$ cat src/rtl/neopix_strip_arbiter.sv
// Purpose: round-robin transmit arbiter so only one NeoPixel strip driver sends a frame at a time.
// Latency: a request seen in IDLE is granted the next cycle; a busy fall drops the grant the next cycle; LATCH_CYCLES gap before the next scan.
// Backpressure: requests are levels and are never latched; a requester just holds req_i until the round-robin pointer reaches it.
//
// Ports:
//   clk_i, reset_i  : clock, synchronous active-high reset
//   req_i           : per-strip "frame buffered" request (level)
//   bsy_i           : per-strip ws_bsy_o from the strip drivers
//   gnt_o           : one-hot transmit permission
//   idx_o           : index of the current or last granted strip
//   active_o        : arbiter is anywhere but IDLE
//   timeout_o       : one-cycle pulse, granted strip never went busy
//   wdog_o          : one-cycle pulse, busy held too long (NEOPIX_ARB_WATCHDOG_EN only, else 0)
// Build option: define NEOPIX_ARB_WATCHDOG_EN to bound the XFER phase to WATCHDOG_CYCLES.

module neopix_strip_arbiter #(
    parameter int NUM_STRIPS      = 2,
    parameter int SYSTEM_CLOCK    = 50_000_000,
    parameter int LATCH_US        = 300,
    parameter int START_TIMEOUT   = 64,
    parameter int WATCHDOG_CYCLES = 500_000,
    localparam int IDX_W = (NUM_STRIPS > 1) ? $clog2(NUM_STRIPS) : 1
) (
    input  logic                  clk_i,
    input  logic                  reset_i,
    input  logic [NUM_STRIPS-1:0] req_i,
    input  logic [NUM_STRIPS-1:0] bsy_i,
    output logic [NUM_STRIPS-1:0] gnt_o,
    output logic [IDX_W-1:0]      idx_o,
    output logic                  active_o,
    output logic                  timeout_o,
    output logic                  wdog_o
);

    localparam int LATCH_CYCLES = (SYSTEM_CLOCK / 1_000_000) * LATCH_US;
    localparam int START_W      = $clog2(START_TIMEOUT + 1);
    localparam int GAP_W        = $clog2(LATCH_CYCLES + 1);

    typedef enum logic [1:0] {
        S_IDLE  = 2'd0,
        S_GRANT = 2'd1,
        S_XFER  = 2'd2,
        S_GAP   = 2'd3
    } state_t;

    state_t             state_q, state_d;
    logic [IDX_W-1:0]   idx_q, idx_d;
    logic [IDX_W-1:0]   ptr_q, ptr_d;
    logic [IDX_W-1:0]   idx_plus1;
    logic [IDX_W-1:0]   scan_idx;
    logic               scan_hit;
    logic [START_W-1:0] start_cnt_q;
    logic [GAP_W-1:0]   gap_cnt_q;
    logic               timeout_q, timeout_d;
    logic               wd_expired;

    // (base + ofs) modulo NUM_STRIPS; base < NUM_STRIPS and ofs < NUM_STRIPS.
    function automatic logic [IDX_W-1:0] wrap_add(input logic [IDX_W-1:0] base, input int ofs);
        int s;
        s = int'(base) + ofs;
        if (s >= NUM_STRIPS) begin
            s = s - NUM_STRIPS;
        end
        return IDX_W'(s);
    endfunction

    assign idx_plus1 = wrap_add(idx_q, 1);

    // Walk offsets from the largest down so the requester closest to ptr wins.
    always_comb begin
        scan_hit = 1'b0;
        scan_idx = '0;
        for (int i = NUM_STRIPS - 1; i >= 0; i--) begin
            if (req_i[wrap_add(ptr_q, i)]) begin
                scan_hit = 1'b1;
                scan_idx = wrap_add(ptr_q, i);
            end
        end
    end

    always_comb begin
        state_d   = state_q;
        idx_d     = idx_q;
        ptr_d     = ptr_q;
        timeout_d = 1'b0;
        case (state_q)
            S_IDLE: begin
                if (scan_hit) begin
                    idx_d   = scan_idx;
                    state_d = S_GRANT;
                end
            end
            S_GRANT: begin
                // Busy wins over a same-cycle withdraw or timeout: the driver has started.
                if (bsy_i[idx_q]) begin
                    state_d = S_XFER;
                end else if (!req_i[idx_q]) begin
                    state_d = S_IDLE;
                    ptr_d   = idx_plus1;
                end else if (start_cnt_q == START_W'(START_TIMEOUT - 1)) begin
                    state_d   = S_IDLE;
                    ptr_d     = idx_plus1;
                    timeout_d = 1'b1;
                end
            end
            S_XFER: begin
                if (!bsy_i[idx_q] || wd_expired) begin
                    state_d = S_GAP;
                    ptr_d   = idx_plus1;
                end
            end
            S_GAP: begin
                if (gap_cnt_q == GAP_W'(LATCH_CYCLES - 1)) begin
                    state_d = S_IDLE;
                end
            end
            default: state_d = S_IDLE;
        endcase
    end

    always_ff @(posedge clk_i) begin
        if (reset_i) begin
            state_q     <= S_IDLE;
            idx_q       <= '0;
            ptr_q       <= '0;
            start_cnt_q <= '0;
            gap_cnt_q   <= '0;
            timeout_q   <= 1'b0;
        end else begin
            state_q   <= state_d;
            idx_q     <= idx_d;
            ptr_q     <= ptr_d;
            timeout_q <= timeout_d;
            // Counters clear outside their own state and saturate inside it.
            if (state_q != S_GRANT) begin
                start_cnt_q <= '0;
            end else if (start_cnt_q != START_W'(START_TIMEOUT)) begin
                start_cnt_q <= start_cnt_q + 1'b1;
            end
            if (state_q != S_GAP) begin
                gap_cnt_q <= '0;
            end else if (gap_cnt_q != GAP_W'(LATCH_CYCLES)) begin
                gap_cnt_q <= gap_cnt_q + 1'b1;
            end
        end
    end

`ifdef NEOPIX_ARB_WATCHDOG_EN
    localparam int WD_W = $clog2(WATCHDOG_CYCLES + 1);

    logic [WD_W-1:0] wd_cnt_q;
    logic            wdog_q;

    assign wd_expired = (wd_cnt_q == WD_W'(WATCHDOG_CYCLES - 1));

    always_ff @(posedge clk_i) begin
        if (reset_i) begin
            wd_cnt_q <= '0;
            wdog_q   <= 1'b0;
        end else begin
            // Only fires while busy is still high; a normal end on the same edge wins.
            wdog_q <= (state_q == S_XFER) && bsy_i[idx_q] && wd_expired;
            if (state_q != S_XFER) begin
                wd_cnt_q <= '0;
            end else if (wd_cnt_q != WD_W'(WATCHDOG_CYCLES)) begin
                wd_cnt_q <= wd_cnt_q + 1'b1;
            end
        end
    end

    assign wdog_o = wdog_q;
`else
    // Watchdog limit has no consumer in this build; XFER waits for busy to fall.
    localparam int wdog_cycles_unused = WATCHDOG_CYCLES;

    assign wd_expired = 1'b0;
    assign wdog_o     = 1'b0;
`endif

    assign gnt_o     = ((state_q == S_GRANT) || (state_q == S_XFER)) ?
                       (NUM_STRIPS'(1) << idx_q) : '0;
    assign idx_o     = idx_q;
    assign active_o  = (state_q != S_IDLE);
    assign timeout_o = timeout_q;

endmodule

$ cat config.mk
export PLATFORM = sky130hd
export DESIGN_NAME = neopix_strip_arbiter
export DESIGN_NICKNAME = d
export VERILOG_FILES = /design/src/rtl/neopix_strip_arbiter.sv
export SDC_FILE = /design/constraint.sdc
export NUM_CORES = 1
export LEC_CHECK = 0
export BUFFER_PORTS_ARGS = -buffer_cell sky130_fd_sc_hd__buf_2
export CORE_MARGIN = 2
export CORE_UTILIZATION = 57
export DETAILED_ROUTE_END_ITERATION = 10
export PLACE_DENSITY = 0.77
export SLEW_MARGIN = 20
export SYNTH_ARGS = -nofsm -noshare
export SYNTH_HDL_FRONTEND = slang
export SYNTH_SLANG_ARGS = --single-unit
$ cat constraint.sdc
create_clock -name clk_i -period 1.8 [get_ports clk_i]
set_clock_uncertainty 0.05 [all_clocks]
set_input_delay 0.27 -clock clk_i [delete_from_list [all_inputs] [get_ports clk_i]]
set_output_delay 0.27 -clock clk_i [all_outputs]
set_load 0.03 [all_outputs]
==> results of run 1 <==
==> sequential cells by signal, summed over array words and instances, names as in the netlist, named ones only <==
register     flops
gap_cnt_q       14
idx_o            1
ptr_q            1
start_cnt_q      7
state_q          1
timeout_o        1
==> logic make-up after synthesis <==
logic type | count (synthesis) | synth area share [%]
AO/OA/AOI/OAI | 16 | 8.00
XOR/XNOR | 15 | 9.89
adder cells (fa/ha/maj) | 8 | 7.53
buffers and inverters | 13 | 3.96
flip-flops | 26 | 39.2
multiplexers | 4 | 3.20
other | 1 | 0.282
AND/OR/NAND/NOR | 71 | 28.0
==> synth_stat cells (3+ instances only) <==
master / instances / area (um2)
nand4b_1: 3 / 26.3
nand3_1: 7 / 35.0
ha_1: 8 / 100
dfxtp_1: 26 / 521
nor2_1: 27 / 101
inv_1: 10 / 37.5
xor2_1: 7 / 61.3
nand2_1: 9 / 33.8
a21oi_1: 5 / 25.0
xnor2_1: 8 / 70.1
nand4_1: 6 / 37.5
o21ai_0: 3 / 15.0
nand2b_1: 5 / 31.3
==> layout by cell type (no fill, tap or decap), types with 3 or more instances in the layout <==
cell type / n
ha_1: 6
dfxtp_1: 22
clkbuf_4: 3
nand3_1: 7
nor2_1: 27
nand4b_1: 3
nand2_1: 9
o21ai_0: 3
dfxtp_2: 4
buf_2: 10
xor2_1: 7
xnor2_1: 8
inv_1: 10
nand4_1: 6
a21oi_1: 5
nand2b_1: 5
==> cell type report <==
type                            count  share of cell area (%)
Clock buffer                        3                    1.55
Tap cell                           28                    2.41
Sequential cell                    26                    36.1
Inverter                           10                    2.58
Timing Repair Buffer               11                    3.95
Multi-Input combinational cell    115                    53.4
==> metrics by stage <==
step	setup TNS, ns	worst slack [ns]	area [um2]
5_1_grt	-0.0505	-0.0505	1460
6_report	0	0.0831	1460
4_1_cts	0	0.0376	1430
3_5_place_dp	0	0.0951	1410
3_3_place_gp	0	0.158	1410
2_1_floorplan	0	0.00326	1330
==> report_power, final <==
part	internal, mW	total (mW)	switching, mW
Combinational	0.0749	0.187	0.112
Sequential	0.593	0.611	0.0181
Clock	0.0779	0.232	0.154
Total	0.746	1.03	0.284
==> worst paths after layout <==
check,end,depth (start not counted)
hold / removal,state_q[0]$_SDFFE_PP0P_,2
hold reg to reg,start_cnt_q[6]$_SDFFE_PP0P_,2
setup / recovery,ptr_q$_SDFFE_PP0P_,6
setup reg to reg,ptr_q$_SDFFE_PP0P_,6
==> worst reg2reg max path: stages, from the launching register on <==
cell	delay, ns
dfxtp_2	0.37
ha_2	0.20
nand4_1	0.11
or3_4	0.38
a311oi_4	0.27
nor2_1	0.06
a211oi_1	0.20
==> routing by layer <==
layer  up-vias  track usage [%]
met5         -                0
met4         0             3.85
met3         2             2.57
met2        16             29.2
met1       496             25.1
li1        552                -
==> summary.md, run 1 <==
| Metric | Value |
|---|---|
| Antenna viol nets, final | 0 |
| Worst skew pair latency | 0.30 ns |
| Post-CTS Repair Setup Buffers | 0 |
| Share of cells above drive strength 1 | between 10% and 20% |
| Number of synthesis warnings | 0 |
| Count of pins over their slew limit | 0 |
| Num CTS Buffers | 3 |
| Status | finished, final reports clean |
| Die X | roughly 52 um |
| Vias per cell | 5.52 |
| DRT iter0 DRCs | 22 |
| Row cnt | 17 |
| GP Congestion | 0.838 |
| Dpl hpwl | 1.67 mm |
| Critical Path RT | 1.98 ns |
| P&R area growth vs syn | 9.60% |
| Cell-by-cell trace of the critical path | ha_2 > nand4_1 > or3_4 > a311oi_4 > nor2_1 > a211oi_1 |
| Clock root buffer | clkbuf_4 |
| DRC viols | 0 |
| CP top delay family | simple AND/OR/NAND/NOR gates |
| Crit path DAT | 1.89 ns |
| Synthesized area | 1330 um2 |
| Post-cts gate resize count | 0 |
| Async SR Flop Fraction | 0% |
| Worst Hold Class | input pin to register |
| Main flop type after synthesis | dfxtp_1 |
| Clock sinks | 26 |
| Min-delay src | reset_i |
| DR vias | 1066 |
| Die area | 2730 um2 |
| H-tree depth | 1 |
| # setup viols final | 0 |
| N_diodes | 0 |
| Initial Utilization | 60.1% |
| CTS tree | done |
| Post-placement cell count | 190 |
| CP startpoint kind | register |
| Final core utilization | 65.8% |
| First-pass GRT wire length | around 3.8 mm |
| WL met3 | 69 um |
| First-pass DRT Iterations | 4 |
| Max-slew headroom | 64.8% |
| Core outline area | ~2200 um2 |
| Met1 WL | 1.20 mm |
| Largest net degree at the start of global routing | 15 |
| Number of synthesized flops with an enable pin | 0 |
| Distinct cell type count after synthesis | 36 |
| Final Hold Fails | 0 |
| # fillers | around 190 |
| Minimum clock period | 1.72 ns |
| Reg clk slew, reported paths | 0.13 ns |
| Seq cells post-synth | 26 |
| Max FO, Critical Path | 4 |
| Crit Path Class | register to register |
| Synthesized area per cell | 8.63 um2 |
| F_max | 582 MHz |
| Critical R2R Launch | start_cnt_q[1]$_SDFFE_PP0P_ |
| DIE HEIGHT | 52.3 um |
| Vias in the first global route | just over 900 |
| CP max-delay cell | or3_4 |
| All-layer global routing usage | 17.9% |
| Max clock buf depth | 2 |
| Gate Count Post-Synth | 154 |
| DR WL/cell | 12.2 um |
| PD cells | 707 nW/um2 |
| I/O pin count | 12 |
| PortBufs | 10 |
| Highest routing layer actually used | met4 |
| Worst-margin pin slew | 0.528 ns |
| CP endpoint kind | register |
| Max-cap violations | 0 |
| Worst path bufs/invs | 0 |
| DRT Wirelength | 2.35 mm |
| FF-to-FF setup slack | 0.08 ns |
| Syn Nets | ~170 |
| Final std cells w/o fill | 193 |
| CP peak stage delay | between 0.3 and 0.4 ns |
| Worst vdd ir | 0.463 mV |
| Tot Pwr | 1.03 mW |
| Hold_buf cts | 0 |
| Fin crit share | about 95% |
| Critical path startpoint | start_cnt_q[1]$_SDFFE_PP0P_ |
| P_leak | 0.494 nW |
| Total gr overflow | 0 |
| # nets final | 181 |
| RSZ-0062 raised after global routing | true |
| FF+latch area | around 530 um2 |
| Seq/Total Area, Yosys | 39.2% |
| Worst hold slack | 0.161 ns |
| Initial antenna violation count | 0 |
| Area of the multi-input gates | 778 um2 |
| DR WL met2 | 1.06 mm |
Note: power is estimated with default switching activity, not from simulation.
==> run 2, diff against run 1 <==
- BUFFER_PORTS_ARGS: -buffer_cell sky130_fd_sc_hd__buf_2 -> default
- CORE_UTILIZATION: 57 -> 60
- CTS_BUF_LIST: default -> sky130_fd_sc_hd__clkbuf_4 sky130_fd_sc_hd__clkbuf_8
- DONT_BUFFER_PORTS: default -> 1
- PLACE_DENSITY: 0.77 -> 0.76
==> run 2 against run 1 <==
Effect of this change: first-iteration DRC count decreased by 27%; clock-buffer cell count rose by 1; clock power grew 26%; cell count fell by 2.6%; sequential share of layout area is 0.34 points higher; worst hold slack got worse by 0.096 ns; sequential power hardly changed; utilization up 1.3 points; wire length fell by 2.6%; critical endpoint is now gnt_o[0].
==> summary.md, run 2 (synthesized netlist as in run 1, its figures left out) <==
| Metric | Value |
|---|---|
| Count of pins over their slew limit | 0 (unchanged) |
| Tot Pwr | 1.07 mW (was 1.03 mW) |
| Vias per cell | 5.54 (was 5.52) |
| Vias in the first global route | 1000 (was 916) |
| Setup Total Neg Slack | 0 ns (unchanged) |
| I/O pin count | 12 (unchanged) |
| H-tree depth | 1 (unchanged) |
| DRT Wirelength | 2.29 mm (was 2.35 mm) |
| Max-slew headroom | 65.4% (was 64.8%) |
| Most frequent cells in the layout | 27 x nor2_1, 22 x dfxtp_1, 10 x inv_1 (was 27 x nor2_1, 22 x dfxtp_1, 10 x inv_1, 10 x buf_2, 9 x nand2_1) |
| Largest net degree at the start of global routing | 15 (unchanged) |
| DR WL/cell | 12.2 um (about the same) |
| CP startpoint kind | register (unchanged) |
| CTS tree | done (unchanged) |
| Critical Path RT | 1.48 ns (was 1.98 ns) |
| Met2 Use GR | 33.5% (was 29.2%) |
| Max reg flops | 14 (unchanged) |
| Status | finished, final reports clean (unchanged) |
| Placed cell areas | 1380 um2 (was 1410 um2) |
| P_leak | 0.474 nW (was 0.494 nW) |
| Global routing usage on met3 | 5.26% (was 2.57%) |
| Post-CTS Repair Setup Buffers | 0 (unchanged) |
| Antenna viol nets, final | 0 (unchanged) |
| Reg clk slew, reported paths | 0.13 ns (about the same) |
| Max FO, Critical Path | 5 (was 4) |
| Largest regs | gap_cnt_q: 14 flops, start_cnt_q: 7 flops (unchanged) |
| RSZ-0062 raised after global routing | true (unchanged) |
| DIE HEIGHT | 51.1 um (was 52.3 um) |
| Worst Hold Class | input pin to register (unchanged) |
| Worst-margin pin slew | 0.518 ns (was 0.528 ns) |
| Max-cap violations | 0 (unchanged) |
| Max clock buf depth | 2 (unchanged) |
| F_max | 591 MHz (was 582 MHz) |
| Clock sinks | 26 (unchanged) |
| GR peak layer | met2 (unchanged) |
| CP endpoint kind | output pin (was register) |
| Worst vdd ir | 0.565 mV (was 0.463 mV) |
| Initial Utilization | 61.9% (was 60.1%) |
| Share of cells above drive strength 1 | 11.3% (was 15.8%) |
| DR vias | 1041 (was 1066) |
| Fin crit share | 94.0% (was 95.4%) |
| # nets final | 175 (was 181) |
| Dpl hpwl | 1.73 mm (was 1.67 mm) |
| DRC viols | 0 (unchanged) |
| Total gr overflow | 0 (unchanged) |
| Final std cells w/o fill | 188 (was 193) |
| Initial antenna violation count | 0 (unchanged) |
| Post-placement cell count | 183 (was 190) |
| Minimum clock period | 1.69 ns (was 1.72 ns) |
| Clock root buffer | clkbuf_4 (unchanged) |
| Met1 Usage GRT | 25.1% (about the same) |
| Num CTS Buffers | 3 (unchanged) |
| Crit Path Class | register to output pin (was register to register) |
| Die area | 2610 um2 (was 2730 um2) |
| DRT iter0 DRCs | 16 (was 22) |
| N_diodes | 0 (unchanged) |
| Crit path DAT | 1.37 ns (was 1.89 ns) |
| Worst skew pair latency | 0.32 ns (was 0.30 ns) |
| GP Congestion | 0.790 (was 0.838) |
| First-pass GRT wire length | 4.02 mm (was 3.79 mm) |
| PortBufs | 0 (was 10) |
| First-pass DRT Iterations | 4 (unchanged) |
| Core outline area | 2150 um2 (was 2210 um2) |
| Final Cell Area | 1440 um2 (was 1460 um2) |
| Reg with most FFs | gap_cnt_q (unchanged) |
| # setup viols final | 0 (unchanged) |
| Commonest non-fill, non-tap cell in the layout | nor2_1 (unchanged) |
| Die X | 51.1 um (was 52.3 um) |
| Row cnt | 17 (unchanged) |
| P&R area growth vs syn | 8.57% (was 9.60%) |
| All-layer global routing usage | 20.3% (was 17.9%) |
| Final Hold Fails | 0 (unchanged) |
| PD cells | 744 nW/um2 (was 707 nW/um2) |
[run 2: cell count changes in the layout (fill, tap and decap cells not counted), sizes merged]
cell | before | now
clkbuf | 3 | 4
buf | 11 | 4
dlygate4sd3 | 0 | 1
[run 2: worst paths after layout]
kind	start	endpoint	slack (ns)	cells after the start
worst max-delay path	state_q[0]$_SDFFE_PP0P_	gnt_o[0]	0.11	4
worst min-delay path	req_i[1]	idx_o$_SDFFE_PP0P_	0.06	2
worst max register to register	start_cnt_q[1]$_SDFFE_PP0P_	ptr_q$_SDFFE_PP0P_	0.14	6
worst min register to register	ptr_q$_SDFFE_PP0P_	ptr_q$_SDFFE_PP0P_	0.45	2
[run 2: through the flow]
stage                     util (%)  hold slack, ns  worst slack (ns)
after CTS                     66.3          0.0573            0.0365
after detailed placement      64.2           0.295            0.0941
after global routing          67.2          0.0398           -0.0384
after global placement        64.2           0.294             0.153
after floorplan                  -           0.292           0.00326
final                         67.2          0.0648             0.107
[run 2: worst max-delay path, cell delays in order, from the launching register on]
cell and delay (ns):
dfxtp_2 0.39, inv_1 0.07, ha_1 0.30, nor2b_1 0.13
buf_4 0.16
[run 2: cell type report]
type | instances | area [um2]
clock buffer | 4 | 36.3
fill | 190 | 706
inverter | 10 | 37.5
multi-input combinational | 115 | 768
sequential | 26 | 526
tap | 28 | 35.0
timing repair buffer | 5 | 40.0
[run 2: power breakdown]
part	switching [mW]	internal [mW]
sequential	0.0163	0.593
combinational	0.103	0.0682
clock	0.168	0.124
[run 2: repair_timing]
item / CTS / global route
endpoints found under the setup margin: 0 / 3
gates resized for setup: 0 / 6
hold endpoints to repair: 4 / 0
hold buffers: 1 / 0
[run 2: per-layer routing]
metal | part of all wire [%] | vias up
met2 | 49 | 9
met3 | 2.2 | 4
met1 | 47 | 497
met5 | 0 | -
li1 | - | 531
met4 | 1.4 | 0
==> run 3, diff against run 2 <==
- BUFFER_PORTS_ARGS: default -> -buffer_cell sky130_fd_sc_hd__buf_2
- DONT_BUFFER_PORTS: 1 -> default
- HOLD_SLACK_MARGIN: default -> 0.08
- PLACE_DENSITY: 0.76 -> 0.8
- RECOVER_POWER: default -> 50
==> run 3 against run 2 <==
Effect of this change: sequential share of layout area shrank 0.13 points; worst setup slack got worse by 0.034 ns; final area rose by 0.35%; maximum frequency down 2.0%; clock-buffer cell count is 1 lower.
==> summary.md, run 3 (synthesized netlist as in run 1, its figures left out) <==
| Metric | Value |
|---|---|
| Max-slew headroom | 64.8% (was 65.4%) |
| Commonest non-fill, non-tap cell in the layout | nor2_1 (unchanged) |
| Post-CTS Repair Setup Buffers | 0 (unchanged) |
| CTS tree | done (unchanged) |
| FF+latch area | 526 um2 (unchanged) |
| CP peak stage delay | 0.39 ns (about the same) |
| Worst skew pair latency | 0.32 ns (about the same) |
| Status | finished, final reports clean (unchanged) |
| Total gr overflow | 0 (unchanged) |
| CP max-delay cell | dfxtp_2 (unchanged) |
| Die X | 51.1 um (unchanged) |
| Critical Path RT | 1.48 ns (about the same) |
| CP top delay family | flip-flops (unchanged) |
| Area of the multi-input gates | 763 um2 (was 768 um2) |
| Placed cell areas | 1410 um2 (was 1380 um2) |
| Initial Utilization | 61.9% (unchanged) |
| I/O pin count | 12 (unchanged) |
| Cell-by-cell trace of the critical path | inv_1 > ha_1 > and2_1 > buf_2 (was inv_1 > ha_1 > nor2b_1 > buf_4) |
| Worst Hold Class | input pin to register (unchanged) |
| RSZ-0062 raised after global routing | true (unchanged) |
| Worst-margin pin slew | 0.529 ns (was 0.518 ns) |
| Clock sinks | 26 (unchanged) |
| PortBufs | 10 (was 0) |
| Minimum clock period | 1.73 ns (was 1.69 ns) |
| Clock root buffer | clkbuf_4 (unchanged) |
| DR WL/cell | 12.6 um (was 12.2 um) |
| H-tree depth | 1 (unchanged) |
| PD cells | 712 nW/um2 (was 744 nW/um2) |
| Dpl ws | 0.105 ns (was 0.0941 ns) |
| Row cnt | 17 (unchanged) |
| # nets final | 182 (was 175) |
| DRT iter0 DRCs | 17 (was 16) |
| Max-cap violations | 0 (unchanged) |
| Count of pins over their slew limit | 0 (unchanged) |
| Crit path DAT | 1.41 ns (was 1.37 ns) |
| P&R area growth vs syn | 8.95% (was 8.57%) |
| DRC viols | 0 (unchanged) |
| Max reg flops | 14 (unchanged) |
| Reg clk slew, reported paths | 0.13 ns (about the same) |
| Dpl hpwl | 1.79 mm (was 1.73 mm) |
| DRT Wirelength | 2.44 mm (was 2.29 mm) |
| Fin crit share | 95.9% (was 94.0%) |
| Most frequent cells in the layout | 27 x nor2_1, 22 x dfxtp_1, 10 x inv_1 (unchanged) |
| GP Congestion | 0.805 (was 0.790) |
| Final Hold Fails | 0 (unchanged) |
| Max FO, Critical Path | 5 (unchanged) |
| Reg with most FFs | gap_cnt_q (unchanged) |
| Final Cell Area | 1450 um2 (was 1440 um2) |
| Largest net degree at the start of global routing | 15 (unchanged) |
| Largest regs | gap_cnt_q: 14 flops, start_cnt_q: 7 flops (unchanged) |
| Worst path bufs/invs | 2 (unchanged) |
| Max clock buf depth | 2 (unchanged) |
| First-pass GRT wire length | 3.92 mm (was 4.02 mm) |
| CP endpoint kind | output pin (unchanged) |
| # fillers | 178 (was 190) |
| Die area | 2610 um2 (unchanged) |
| Crit Path Class | register to output pin (unchanged) |
| DR vias | 1062 (was 1041) |
| Share of cells above drive strength 1 | 15.1% (was 11.3%) |
| DIE HEIGHT | 51.1 um (unchanged) |
| Worst vdd ir | 0.375 mV (was 0.565 mV) |
| P_leak | 0.495 nW (was 0.474 nW) |
| Num CTS Buffers | 3 (unchanged) |
| Core outline area | 2150 um2 (unchanged) |
| Setup ws final | 0.0733 ns (was 0.107 ns) |
| Vias per cell | 5.47 (was 5.54) |
| Vias in the first global route | 942 (was 1000) |
| Initial antenna violation count | 0 (unchanged) |
| N_diodes | 0 (unchanged) |
| All-layer global routing usage | 20.4% (was 20.3%) |
| F_max | 579 MHz (was 591 MHz) |
| CP startpoint kind | register (unchanged) |
| Antenna viol nets, final | 0 (unchanged) |
| First-pass DRT Iterations | 4 (unchanged) |
| # setup viols final | 0 (unchanged) |
[run 3: cell types whose count changed in the layout (fill, tap and decap cells not counted), sizes merged]
cell         change
dlygate4sd3      -1
buf              +7
[run 3: worst reg2reg max path: cells and delay by family (launching register included)]
kind	cells	cell delay [ns]
simple gates	3	0.55
fa+ha+maj	1	0.20
compound gates	2	0.47
flops	1	0.36
[run 3: area by class of cell]
class	instances	area share, %
multi-input combinational	115	52.7
sequential	26	36.3
timing repair buffer	12	4.41
inverter	10	2.59
tap	28	2.42
clock buffer	3	1.56
[run 3: stage by stage]
| stage | instances | total power [mW] | setup TNS, ns | util, % | hold slack (ns) |
|---|---|---|---|---|---|
| after floorplan | 154 | 0.752 | 0 | - | 0.292 |
| after global placement | 191 | 0.791 | 0 | 65.8 | 0.434 |
| after detailed placement | 191 | 0.798 | 0 | 65.8 | 0.439 |
| after CTS | 194 | 1.04 | 0 | 66.9 | 0.122 |
| after global routing | 194 | 1.08 | -0.0175 | 67.4 | 0.148 |
| final | 194 | 1.03 | 0 | 67.4 | 0.133 |
[run 3: worst paths after layout]
path,startpoint,end,slack (ns),cells past startpoint
worst min register to register,ptr_q$_SDFFE_PP0P_,ptr_q$_SDFFE_PP0P_,0.46,2
worst max-delay path,state_q[0]$_SDFFE_PP0P_,gnt_o[1],0.07,4
worst min-delay path,reset_i,state_q[0]$_SDFFE_PP0P_,0.13,2
worst max register to register,start_cnt_q[0]$_SDFFE_PP0P_,ptr_q$_SDFFE_PP0P_,0.10,6
[run 3: routing by layer]
layer  share of wire (%)  track usage (%)  vias to the layer above
li1                    -                -                      550
met1                  47             24.9                      496
met2                  48             33.1                       12
met3                 2.3             2.63                        4
met4                 2.5             14.0                        0
met5                   0                0                        -
[run 3: timing repair]
action	in CTS	in global routing
endpoints found under the setup margin	1	7
hold buffers	0	0
pin swaps	0	1
gates resized for setup	1	5
[run 3: power by group]
group	leakage (nW)	switching [mW]	total, mW	internal (mW)
Combinational	0.270	0.107	0.178	0.0709
Sequential	0.212	0.0171	0.610	0.593
Clock	0.0138	0.164	0.243	0.0785
